`src/rtl/mem_port_arbiter.sv`:
```
// mem_port_arbiter: shares one unified instruction/data memory between the
// multicycle MIPS core (port 0) and the program loader/debug master (port 1).
// A request is accepted only in IDLE. The winning port's command is latched
// and held on the memory for WAIT cycles. Completion is signalled by a
// one-cycle done pulse on the winning port. All outputs are registered.
module mem_port_arbiter #(
    parameter int AW   = 32,
    parameter int DW   = 32,
    parameter int WAIT = 2
) (
    input  logic          clk,
    input  logic          rst_n,
    // port 0: CPU
    input  logic          req0,
    input  logic          we0,
    input  logic [AW-1:0] addr0,
    input  logic [DW-1:0] wdata0,
    output logic          gnt0,
    output logic          done0,
    // port 1: loader / debug master
    input  logic          req1,
    input  logic          we1,
    input  logic [AW-1:0] addr1,
    input  logic [DW-1:0] wdata1,
    output logic          gnt1,
    output logic          done1,
    // shared read data, valid alongside done after a read
    output logic [DW-1:0] rdata,
    // memory side
    output logic          mem_en,
    output logic          mem_we,
    output logic [AW-1:0] mem_addr,
    output logic [DW-1:0] mem_wdata,
    input  logic [DW-1:0] mem_rdata,
    output logic          busy
);

    // The down-counter is 4 bits wide, so WAIT must stay within 1..15.
    generate
        if (WAIT < 1 || WAIT > 15) begin : g_bad_wait
            $error("mem_port_arbiter: WAIT must be in 1..15");
        end
    endgenerate

    localparam logic [3:0] CNT_INIT = 4'(WAIT - 1);

    typedef enum logic [1:0] {
        IDLE   = 2'd0,
        ACCESS = 2'd1,
        RESP   = 2'd2
    } state_t;

    state_t        state_q, state_d;
    logic [3:0]    cnt_q, cnt_d;
    // Port that won the most recent grant; it also owns the access in flight.
    logic          last_gnt_q, last_gnt_d;
    logic          gnt0_q, gnt0_d;
    logic          gnt1_q, gnt1_d;
    logic          done0_q, done0_d;
    logic          done1_q, done1_d;
    logic          mem_en_q, mem_en_d;
    logic          mem_we_q, mem_we_d;
    logic [AW-1:0] mem_addr_q, mem_addr_d;
    logic [DW-1:0] mem_wdata_q, mem_wdata_d;
    logic [DW-1:0] rdata_q, rdata_d;
    logic          busy_q, busy_d;
    logic          win;

    // State and output registers; reset aborts any access in flight.
    always_ff @(posedge clk or negedge rst_n) begin
        if (!rst_n) begin
            state_q     <= IDLE;
            cnt_q       <= '0;
            last_gnt_q  <= 1'b1;
            gnt0_q      <= 1'b0;
            gnt1_q      <= 1'b0;
            done0_q     <= 1'b0;
            done1_q     <= 1'b0;
            mem_en_q    <= 1'b0;
            mem_we_q    <= 1'b0;
            mem_addr_q  <= '0;
            mem_wdata_q <= '0;
            rdata_q     <= '0;
            busy_q      <= 1'b0;
        end else begin
            state_q     <= state_d;
            cnt_q       <= cnt_d;
            last_gnt_q  <= last_gnt_d;
            gnt0_q      <= gnt0_d;
            gnt1_q      <= gnt1_d;
            done0_q     <= done0_d;
            done1_q     <= done1_d;
            mem_en_q    <= mem_en_d;
            mem_we_q    <= mem_we_d;
            mem_addr_q  <= mem_addr_d;
            mem_wdata_q <= mem_wdata_d;
            rdata_q     <= rdata_d;
            busy_q      <= busy_d;
        end
    end

    // Next-state logic: round-robin arbitration in IDLE, wait counting in
    // ACCESS, single-cycle completion in RESP. gnt/done default low so they
    // can only ever be one-cycle pulses.
    always_comb begin
        state_d     = state_q;
        cnt_d       = cnt_q;
        last_gnt_d  = last_gnt_q;
        gnt0_d      = 1'b0;
        gnt1_d      = 1'b0;
        done0_d     = 1'b0;
        done1_d     = 1'b0;
        mem_en_d    = mem_en_q;
        mem_we_d    = mem_we_q;
        mem_addr_d  = mem_addr_q;
        mem_wdata_d = mem_wdata_q;
        rdata_d     = rdata_q;
        busy_d      = busy_q;
        win         = 1'b0;

        case (state_q)
            IDLE: begin
                if (req0 || req1) begin
                    // Under contention the port that did not win last time goes.
                    win        = (req0 && req1) ? ~last_gnt_q : req1;
                    state_d    = ACCESS;
                    busy_d     = 1'b1;
                    mem_en_d   = 1'b1;
                    cnt_d      = CNT_INIT;
                    last_gnt_d = win;
                    if (win) begin
                        gnt1_d      = 1'b1;
                        mem_we_d    = we1;
                        mem_addr_d  = addr1;
                        mem_wdata_d = wdata1;
                    end else begin
                        gnt0_d      = 1'b1;
                        mem_we_d    = we0;
                        mem_addr_d  = addr0;
                        mem_wdata_d = wdata0;
                    end
                end
            end
            ACCESS: begin
                if (cnt_q != 4'd0) begin
                    cnt_d = cnt_q - 4'd1;
                end else begin
                    if (!mem_we_q) begin
                        rdata_d = mem_rdata;
                    end
                    mem_en_d = 1'b0;
                    mem_we_d = 1'b0;
                    state_d  = RESP;
                    done0_d  = ~last_gnt_q;
                    done1_d  = last_gnt_q;
                end
            end
            RESP: begin
                state_d = IDLE;
                busy_d  = 1'b0;
            end
            default: begin
                state_d  = IDLE;
                busy_d   = 1'b0;
                mem_en_d = 1'b0;
                mem_we_d = 1'b0;
            end
        endcase
    end

    assign gnt0      = gnt0_q;
    assign gnt1      = gnt1_q;
    assign done0     = done0_q;
    assign done1     = done1_q;
    assign rdata     = rdata_q;
    assign mem_en    = mem_en_q;
    assign mem_we    = mem_we_q;
    assign mem_addr  = mem_addr_q;
    assign mem_wdata = mem_wdata_q;
    assign busy      = busy_q;

endmodule

```
`config.mk`:
```
export PLATFORM = sky130hd
export DESIGN_NAME = mem_port_arbiter
export DESIGN_NICKNAME = d
export VERILOG_FILES = /design/src/rtl/mem_port_arbiter.sv
export SDC_FILE = /design/constraint.sdc
export NUM_CORES = 1
export LEC_CHECK = 0
export CAP_MARGIN = 5
export CORE_MARGIN = 4
export CORE_UTILIZATION = 25
export DETAILED_ROUTE_END_ITERATION = 8
export PLACE_DENSITY = 0.69
export SETUP_SLACK_MARGIN = 0.1
export SLEW_MARGIN = 20
export SYNTH_ARGS = -nofsm -noshare
export SYNTH_HDL_FRONTEND = slang
export SYNTH_SLANG_ARGS = --single-unit
```
`constraint.sdc`:
```
create_clock -name clk -period 2.2 [get_ports clk]
set_clock_uncertainty 0.15 [all_clocks]
set_input_delay 0.44 -clock clk [delete_from_list [all_inputs] [get_ports clk]]
set_output_delay 0.44 -clock clk [all_outputs]
set_load 0.03 [all_outputs]
```
=== After elaboration in Yosys (flattened, before gate mapping) ===
Cells that the tools add are included.

* Bits in registers: 110
* Output and inout bits: 103

* Add/subtract/negate cells: 1
* Eq/ne operators: 5
* Muxes and demuxes: 26
* Bitwise operators: 5
* Reduce and logical (&&, ||, !) cells: 11

{| class="wikitable"
|+ Operator list
! cell !! count
|-
| 2-to-1 mux 32 bit || 2
|-
| 2-to-1 mux 1 bit || 15
|-
| AND reduction 3 bit || 3
|-
| 2-to-1 mux 4 bit || 2
|-
| one-hot mux 4 bit (2 select lines) || 1
|-
| != test 2 bit (second input constant) || 3
|-
| one-hot mux 1 bit (3 select lines) || 2
|-
| AND reduction 2 bit || 3
|-
| NOT 1 bit || 5
|-
| 2-to-1 mux 2 bit || 2
|-
| one-hot mux 2 bit (2 select lines) || 1
|-
| nonzero test 4 bit || 1
|-
| subtractor 4 x 1 -> 4 bit (second input constant) || 1
|-
| == test 2 x 1 -> 1 bit (second input constant) || 1
|-
| == test 2 bit (second input constant) || 1
|-
| zero test 2 bit || 1
|-
| one-hot mux 1 bit (2 select lines) || 1
|-
| nonzero test 2 bit || 1
|-
| logical AND 1 bit || 1
|-
| logical OR 1 bit || 1
|}

=== Longest topological paths before layout ===
* Depth after elaboration: 5
* Gate-level depth with buffers: 7
* Depth with buffers taken out: 5

=== Least setup slack after synthesis ===
Ideal clock, no wire load.

* Path type: reg2reg
* Start point: register cnt_q[0]
* End point: register rdata_q[10], in the netlist rdata[10]
* Library setup time: 125 ps
* Arrival time: 1917 ps
* Required time: 1925 ps
* Slack: 8 ps
* Stages on the path, launching flop included: 8
* Period minus slack after synthesis: 2192 ps
* Path through: dfrtp_1 -> inv_1 -> ha_1 -> or3b_4 -> or3_1 -> buf_6 -> buf_12 -> mux2_4

* Longest elaborated chain between the ends: 3

{| class="wikitable"
|+ Ends and longest elaborated chain
! item !! RTL line !! source
|-
| start, declared || 54 || <nowiki>logic [3:0] cnt_q, cnt_d;</nowiki>
|-
| start signal, assigned || 87 || <nowiki>cnt_q <= cnt_d;</nowiki>
|-
| nonzero test 4 bit || 145 || <nowiki>if (cnt_q != 4'd0) begin</nowiki>
|-
| NOT 1 bit (no line) || n/a ||
|-
| AND reduction 3 bit (no line) || n/a ||
|-
| end signal, assigned || 97 || <nowiki>rdata_q <= rdata_d;</nowiki>
|-
| end, declared || 65 || <nowiki>logic [DW-1:0] rdata_q, rdata_d;</nowiki>
|}

Every way passes these cells.
A chain may end at the register's enable or synchronous reset.

=== Worst setup path after layout ===
* Start point: register cnt_q[0]
* End point: register rdata_q[2], in the netlist rdata[2]

The elaborated chain is that of the path after synthesis.

==> results.txt <==
die height - 148 µm
initial antenna violation count - 0
Post-Syn Area - 0.00492 mm²
Die W - 148 µm
crit path max fanout - 8
row count - 51
Pwr per Cell Area - 1470 mW/mm²
Critical Path Sink Type - flip-flop
Achievable Freq - 0.465 GHz
CTS buffer count - 9
FF-to-FF path depth - 6
detailed router's first-iteration violation count - 248
Reg-to-Reg End - rdata[2]
drt wl/cell - 16.6 µm
Final Total Pwr - 0.0124 W
Worst Tran Pin Value - 0.503 ns
reg2reg setup slack - 0.05 ns
outcome - finished clean
DPL Wire Length - 11,900 µm
Routed WL - 16,900 µm
leakage power - 3.53 nW
critical path class - flip-flop to flip-flop
CP startpoint - cnt_q[0]
first-pass GRT wire length - 26,300 µm
CTS H-Tree Depth - 3
Synth area leader - dfrtp_1
most common cell in the netlist - nand2_1
DR vias - 4,664
most area-consuming cells after synthesis - dfrtp_1 (55%), nand2_1 (10%), mux2_4 (9.2%)
fin crit share - 97.7%
worst r2r src - cnt_q[0]
# clock sinks - 110
Period minus WS final - 2.15 ns
Placement Cell Area - 0.00804 mm²
core region area - 0.0194 mm²
Synth top area share - 55.5%
Pre-Repair DR Iteration Count - 4
register area share after synthesis - 56.0%
arrival time worst endpoint - 2.23 ns
post-layout util - 43.3%
Starting Density - 25.3%
Hold Path Sink - mem_en
Yosys warning count - 0
final setup violation count - 0
hold_sp - mem_en
CTS tree - done
Avg Cell Area, Syn - 10.2 µm²
Ant. Diodes - 0
port bufs - 268
RSZ-0062 raised after global routing - true
fin area - 0.00839 mm²
layout cells sized above 1 - 11.3%
post-DR vias/cell - 4.58
worst hold path depth - 1
largest net degree at the start of global routing - 50
Synth cell types - 31
flops & latches, synth - 110
GP Congestion - 0.801
gr usage total - 14.9%
final worst setup slack - 0.0516 ns
grt ovf - 0
DP Worst Slack - -0.0378 ns
EDFF count, synth - 0
Mapped Cells - 484
most frequent cells after synthesis - nand2_1 (132), dfrtp_1 (109), a21oi_1 (68)
Pins Over Slew Limit - 0
Data required, critical path - 2.29 ns
Worst-path clk slew - 0.07 ns
IO Count - 269
CTS Buffer Depth - 2
worst min-delay path class - flip-flop to flip-flop
Max Cap Viol - 0
nets@finish - 917
vias in the first global route - 4,969
final hold violation count - 0
Slew HR - 66.6%
Most used DFF post-synth - dfrtp_1
Area Growth Syn to Fin - 70.7%
DRC viols - 0
DIE AREA - 0.0220 mm²
clk_lat worst skew - 0.35 ns
syn_nets - 652
fill count - 1,860
Root Driver - clkbuf_16
share of flip-flops with an asynchronous set or reset - 100%
antenna viol nets, final - 0
Max IR drop VDD - 0.521 mV
startpoint types - flip-flop
layer usage:
| layer | part of all wire, % | up-vias | GRT usage, % |
|---|---|---|---|
| met5 | 0 | - | 0 |
| met2 | 50 | 187 | 26.2 |
| li1 | - | 2220 | - |
| met1 | 41 | 2235 | 17.1 |
| met3 | 7.9 | 22 | 5.36 |
| met4 | 1.9 | 0 | 4.53 |
placed cells by master (no fill, tap or decap), types with 4 or more instances in the layout:
master,n
clkbuf_16,10
o21ai_0,4
a21oi_1,68
buf_12,10
a31oi_1,65
clkdlybuf4s50_1,265
buf_4,14
mux2_4,30
nand2_1,132
nor3_1,7
dfrtp_1,109
what timing repair did:
item	4_1_cts	5_1_grt
gates resized for setup	3	4
endpoints found under the setup margin	33	33
pin swaps	0	0
gates cloned	1	1
hold buffers	1	0
buffers inserted	0	0
hold endpoints to repair	26	0
registers in the layout (all words and copies together) (netlist names), 2 cells and up:
name / cells
mem_addr: 32
mem_wdata: 32
rdata: 32
cnt_q: 4
state_q: 2
metrics by stage:
stage | instances | hold WS [ns] | TNS (ns)
2_1_floorplan | 484 | -0.00559 | 0
3_3_place_gp | 1000 | 0.257 | 0
3_5_place_dp | 1000 | 0.250 | -0.863
4_1_cts | 1017 | 0.350 | 0
5_1_grt | 1018 | 0.368 | 0
6_report | 1018 | 0.343 | 0
kinds of logic (layout without fill, tap and decap cells):
family / after synthesis / count (layout) / synth area share (%)
buffers and inverters: 43 / 312 / 4.43
flip-flops: 110 / 110 / 56.0
XOR/XNOR: 1 / 1 / 0.178
multiplexers: 32 / 32 / 9.62
AO/OA/AOI/OAI: 143 / 143 / 16.6
adder cells (fa/ha/maj): 2 / 2 / 0.509
AND/OR/NAND/NOR: 153 / 153 / 12.6
cell type report:
type	instances	area (µm²)	area share (%)
repair buffers	294	3040	36.2
flip-flops and latches	110	2750	32.8
multi-input cells	331	1980	23.6
well taps	265	332	3.95
clock buffers	10	229	2.73
clock inverters	5	43.8	0.522
inverters	3	11.3	0.134
where the power goes:
| group | switching (W) | internal (W) | leakage (nW) |
|---|---|---|---|
| logic | 0.00395 | 0.00323 | 2.14 |
| clock network | 0.000789 | 0.000778 | 0.127 |
| registers | 0.000572 | 0.00305 | 1.26 |
critical path, stage by stage (launching register included):
cell and delay, ns:
dfrtp_1 0.40, inv_2 0.09, ha_4 0.13, or3b_4 0.37
or3_4 0.40, clkbuf_16 0.20, mux2_4 0.30
worst max-delay path by stage:
stage	to	slack, ns	cells past startpoint
floorplan	rdata[10]	0.06	7
global placement	rdata[12]	0.01	6
detailed placement	rdata[12]	-0.04	6
CTS	rdata[3]	0.05	6
global route	rdata[8]	0.02	6
finish	rdata[2]	0.05	6
Power figures use the tool's default switching activity.
